===== src/rtl/pop_button_conditioner.sv =====
// Front-panel button conditioner for the POP timer core: sync, debounce,
// step pulses with hold-to-repeat, pair interlock and load-defaults strobe.

module pop_btn_debounce #(
    parameter int CNT_WIDTH      = 21,
    parameter int DEBOUNCE       = 25000,
    parameter int BTN_ACTIVE_LOW = 1
) (
    input  logic clk,
    input  logic reset_n,
    input  logic raw,
    output logic stable
);
    localparam logic [CNT_WIDTH-1:0] DB_LAST = CNT_WIDTH'(DEBOUNCE - 1);

    logic                 norm;
    logic                 sync1;
    logic                 sync2;
    logic [CNT_WIDTH-1:0] cnt;

    assign norm = (BTN_ACTIVE_LOW != 0) ? ~raw : raw;

    // Counter measures how long sync has disagreed with the accepted level.
    always_ff @(posedge clk) begin
        if (!reset_n) begin
            sync1  <= 1'b0;
            sync2  <= 1'b0;
            stable <= 1'b0;
            cnt    <= '0;
        end else begin
            sync1 <= norm;
            sync2 <= sync1;
            if (sync2 == stable) begin
                cnt <= '0;
            end else if (cnt == DB_LAST) begin
                stable <= sync2;
                cnt    <= '0;
            end else begin
                cnt <= cnt + 1'b1;
            end
        end
    end
endmodule

module pop_button_conditioner #(
    parameter int CNT_WIDTH      = 21,
    parameter int DEBOUNCE       = 25000,
    parameter int REPEAT_DELAY   = 1250000,
    parameter int REPEAT_PERIOD  = 250000,
    parameter int BTN_ACTIVE_LOW = 1
) (
    input  logic clk_2M5,
    input  logic reset_n,
    input  logic btn_p2_plus_raw,
    input  logic btn_p2_minus_raw,
    input  logic btn_fp_plus_raw,
    input  logic btn_fp_minus_raw,
    input  logic btn_defaults_raw,
    output logic pieovertwo_plus,
    output logic pieovertwo_minus,
    output logic freeprecess_plus,
    output logic freeprecess_minus,
    output logic load_defaults
);
    localparam int NUM_BTN  = 5;
    localparam int NUM_STEP = 4;
    localparam int DEF_IDX  = 4;

    localparam logic [CNT_WIDTH-1:0] RD_LAST = CNT_WIDTH'(REPEAT_DELAY - 1);
    localparam logic [CNT_WIDTH-1:0] RP_LAST = CNT_WIDTH'(REPEAT_PERIOD - 1);

    logic [NUM_BTN-1:0]  raw_vec;
    logic [NUM_BTN-1:0]  stable;
    logic [NUM_STEP-1:0] step_q;
    logic                def_d;
    logic                load_q;

    // Index order: pairs {0,1} and {2,3} are plus/minus of one channel.
    assign raw_vec = {btn_defaults_raw, btn_fp_minus_raw, btn_fp_plus_raw,
                      btn_p2_minus_raw, btn_p2_plus_raw};

    for (genvar b = 0; b < NUM_BTN; b++) begin : g_deb
        pop_btn_debounce #(
            .CNT_WIDTH     (CNT_WIDTH),
            .DEBOUNCE      (DEBOUNCE),
            .BTN_ACTIVE_LOW(BTN_ACTIVE_LOW)
        ) u_deb (
            .clk    (clk_2M5),
            .reset_n(reset_n),
            .raw    (raw_vec[b]),
            .stable (stable[b])
        );
    end

    for (genvar i = 0; i < NUM_STEP; i++) begin : g_step
        localparam int PARTNER = i ^ 1;

        logic                 eff;
        logic                 eff_d;
        logic                 rise;
        logic                 rep_hit;
        logic                 repeating;
        logic [CNT_WIDTH-1:0] rcnt;
        logic                 out_q;

        // A button only counts as pressed while its partner is released.
        assign eff     = stable[i] & ~stable[PARTNER];
        assign rise    = eff & ~eff_d;
        assign rep_hit = eff & eff_d & (rcnt == (repeating ? RP_LAST : RD_LAST));

        always_ff @(posedge clk_2M5) begin
            if (!reset_n) begin
                eff_d     <= 1'b0;
                repeating <= 1'b0;
                rcnt      <= '0;
                out_q     <= 1'b0;
            end else begin
                eff_d <= eff;
                if (!eff || rise) begin
                    rcnt      <= '0;
                    repeating <= 1'b0;
                end else if (rep_hit) begin
                    rcnt      <= '0;
                    repeating <= 1'b1;
                end else begin
                    rcnt <= rcnt + 1'b1;
                end
                out_q <= (rise | rep_hit) & ~stable[DEF_IDX];
            end
        end

        assign step_q[i] = out_q;
    end

    always_ff @(posedge clk_2M5) begin
        if (!reset_n) begin
            def_d  <= 1'b0;
            load_q <= 1'b1;
        end else begin
            def_d  <= stable[DEF_IDX];
            load_q <= stable[DEF_IDX] & ~def_d;
        end
    end

    assign pieovertwo_plus   = step_q[0];
    assign pieovertwo_minus  = step_q[1];
    assign freeprecess_plus  = step_q[2];
    assign freeprecess_minus = step_q[3];
    assign load_defaults     = load_q;
endmodule

===== config.mk =====
export PLATFORM = sky130hd
export DESIGN_NAME = pop_button_conditioner
export DESIGN_NICKNAME = d
export VERILOG_FILES = /design/src/rtl/pop_button_conditioner.sv
export SDC_FILE = /design/constraint.sdc
export NUM_CORES = 1
export LEC_CHECK = 0
export BUFFER_PORTS_ARGS = -buffer_cell sky130_fd_sc_hd__buf_4
export CORE_AREA = 2 2 128 142
export DETAILED_ROUTE_END_ITERATION = 10
export DIE_AREA = 0 0 130 144
export PLACE_DENSITY_LB_ADDON = 0.2
export SYNTH_ARGS = -nofsm -noshare
export SYNTH_HDL_FRONTEND = slang
export SYNTH_SLANG_ARGS = --single-unit

===== constraint.sdc =====
create_clock -name clk_2M5 -period 5.55 [get_ports clk_2M5]
set_clock_uncertainty 0.15 [all_clocks]
set_input_delay 0 -clock clk_2M5 [delete_from_list [all_inputs] [get_ports clk_2M5]]
set_output_delay 0 -clock clk_2M5 [all_outputs]
set_load 0.05 [all_outputs]

==> impl_metrics.json <==
{
  "place_ws_ns": 3.07,
  "worstSkewPairLatency_ns": 0.50,
  "wire_per_inst_um": 13.3,
  "slew_headroom_pct": 48.4,
  "netlist_top_cells_area": "dfxtp_1, xnor2_1, nor2_1, xor2_1, a21oi_1",
  "yosysTopAreaCell": "dfxtp_1",
  "synth_edf_count": 0,
  "path_max_fanout": 15,
  "final_common_cell": "dfxtp_1",
  "cap_violations": 0,
  "drt_iter0_markers": 441,
  "io_pins": 12,
  "rsz0062_at_grt": "no",
  "via_count": 7802,
  "status": "completed",
  "syn_avg_cell_area_sq_um": 8.68,
  "io_buffer_count": 11,
  "grt_pass1_vias": 7137,
  "crit_type": "flop to flop",
  "final_layout_size_suffix_gt1_share_pct": 6.17,
  "syn_inst": 1115,
  "final.setup.tns_ns": 0,
  "rrSetupSlack_ns": 3.06,
  "track_usage_pct": 20.2,
  "fin_ws_ns": 3.06,
  "setup_viol": 0,
  "ys_async_sr_fraction_pct": 0,
  "power_uw": 3110,
  "htree_num_levels": 1,
  "required_ns": 5.79,
  "finalCritPeriodShare_pct": 44.8,
  "grt_pass1_wl_um": 32200,
  "cts_root_buf": "clkbuf_16",
  "clk_pin_slew_ns": 0.06,
  "ys.warnings.count": 0,
  "cts_tree": "built",
  "worst_ir_drop_vdd_mv": 0.245,
  "final_cell_mix": "dfxtp_1, nor2_1, xnor2_1",
  "worst_pin_slew_ns": 0.770,
  "grt_max_degree": 23,
  "syn-num-nets": 1131,
  "rows": 51,
  "ys_seq_area_share_pct": 45.1,
  "drcViolationCount": 0,
  "areaGrowthSynthToFinish_pct": 11.8,
  "synthFlopType": "dfxtp_1",
  "detail-route-antenna-nets": 0,
  "dr.pass1.iters": 4,
  "cts_made_buffers": 23,
  "max_freq_ghz": 0.402,
  "power.leakage_uw": 0.00322,
  "die_h_um": 144,
  "grt_antenna_before_repair": 0,
  "clockBufferDepth": 3,
  "cts.sinks": 218,
  "grt-ovfl-total": 0,
  "syn_area_sq_mm": 0.00968,
  "hold_violations": 0,
  "power.density_mw_per_mm2": 287,
  "critPathArrivalTime_ns": 2.72,
  "die_area_sq_mm": 0.0187,
  "place_congestion": 0.810,
  "diodes": 0,
  "start_kind": "flop",
  "die_width_um": 130,
  "netlist.area_leader.share_pct": 45.1,
  "fin_nets": 1150,
  "endpoint_kind": "flop",
  "hpwlAfterDp_um": 12400,
  "start_util_pct": 55.6,
  "coreArea_sq_mm": 0.0174,
  "min_period_ns": 2.49,
  "ys_types": 53,
  "hp-class": "primary input to flop",
  "slew_violations": 0,
  "via_per_inst": 5.62,
  "ys_ff_latch": 218,
  "routed_wl_um": 18500
}
==> critical path, stage by stage (launching register included) <==
cell     delay [ns]
dfxtp_1        0.38
ha_1           0.21
nand3_1        0.23
or4_1          0.62
o21ai_1        0.43
buf_4          0.29
nor2_1         0.07
==> repair_timing <==
| item | 4_1_cts | 5_1_grt |
|---|---|---|
| buffers inserted | 0 | 0 |
| setup endpoints to repair | 0 | 0 |
| hold buffers | 11 | 0 |
| resized for setup | 0 | 0 |
| hold endpoints to repair | 28 | 0 |
==> metrics by stage <==
stage	instance area, sq um	util [%]	hold slack (ns)	cells
3_5_place_dp	9970	57.2	0.0115	1336
6_report	10800	62.1	0.249	1388
2_1_floorplan	9680	-	-0.0833	1115
4_1_cts	10800	62.1	0.237	1388
3_3_place_gp	9970	57.2	0.0126	1336
5_1_grt	10800	62.1	0.262	1388
==> layer usage <==
metal	GRT usage, %	vias to the layer above	routed length [um]
li1	-	4074	-
met1	27.9	3605	9150
met2	33.4	103	8460
met3	2.96	20	600
met4	4.64	0	267
met5	0	-	0
==> sequential cells by signal, indices dropped and copies added, names as in the netlist <==
register / count
g_deb.u_deb.stable: 5
g_step.eff_d: 4
g_deb.u_deb.sync2: 5
freeprecess_minus: 1
def_d: 1
g_step.rcnt: 84
load_defaults: 1
g_deb.u_deb.cnt: 105
g_step.repeating: 4
pieovertwo_minus: 1
pieovertwo_plus: 1
freeprecess_plus: 1
g_deb.u_deb.sync1: 5
==> power breakdown <==
part           leakage [uW]  internal (uW)  switching, uW
Clock              0.000376            912            597
Combinational       0.00108           12.6           16.1
Sequential          0.00176           1570           2.68
==> cell families (layout without fill, tap and decap cells) <==
group	count (synthesis)	count (layout)	share of synthesized area, %
fa+ha+maj	9	9	1.16
flops	218	218	45.1
simple gates	536	536	30.6
buf+inv	79	114	3.31
xor+xnor	110	110	9.95
compound gates	163	163	9.91
==> layout make-up <==
cell class / instances / area [sq um]
inverters: 43 / 161
well taps: 238 / 298
clock buffers: 27 / 601
repair buffers: 30 / 253
fillers: 1522 / 6600
flip-flops and latches: 218 / 4360
clock inverters: 14 / 148
multi-input cells: 818 / 5000
==> cells in the mapped netlist, drive strengths merged, types with 2 or more instances <==
library cell / n
a2111oi: 2
a211oi: 7
a21oi: 63
and2: 13
and3: 21
and3b: 4
and4: 12
and4b: 3
buf: 9
clkbuf: 27
dfxtp: 218
ha: 9
inv: 42
nand2: 65
nand2b: 2
nand3: 57
nand4: 45
nand4b: 4
nor2: 130
nor3: 39
nor3b: 2
nor4: 28
nor4b: 11
nor4bb: 2
o211ai: 5
o21a: 6
o21ai: 48
o22a: 2
o31ai: 23
or2: 3
or3: 47
or4: 39
or4b: 5
xnor2: 66
xor2: 44
==> worst paths after layout <==
kind                            cells after the start              start           endpoint
worst max-delay path                                6  g_step[1].rcnt[0]  g_step[1].rcnt[7]
worst min-delay path                                3            reset_n      load_defaults
worst max register to register                      6  g_step[1].rcnt[0]  g_step[1].rcnt[7]
worst min register to register                      1              def_d      load_defaults
(Power assumes the default switching activity.)
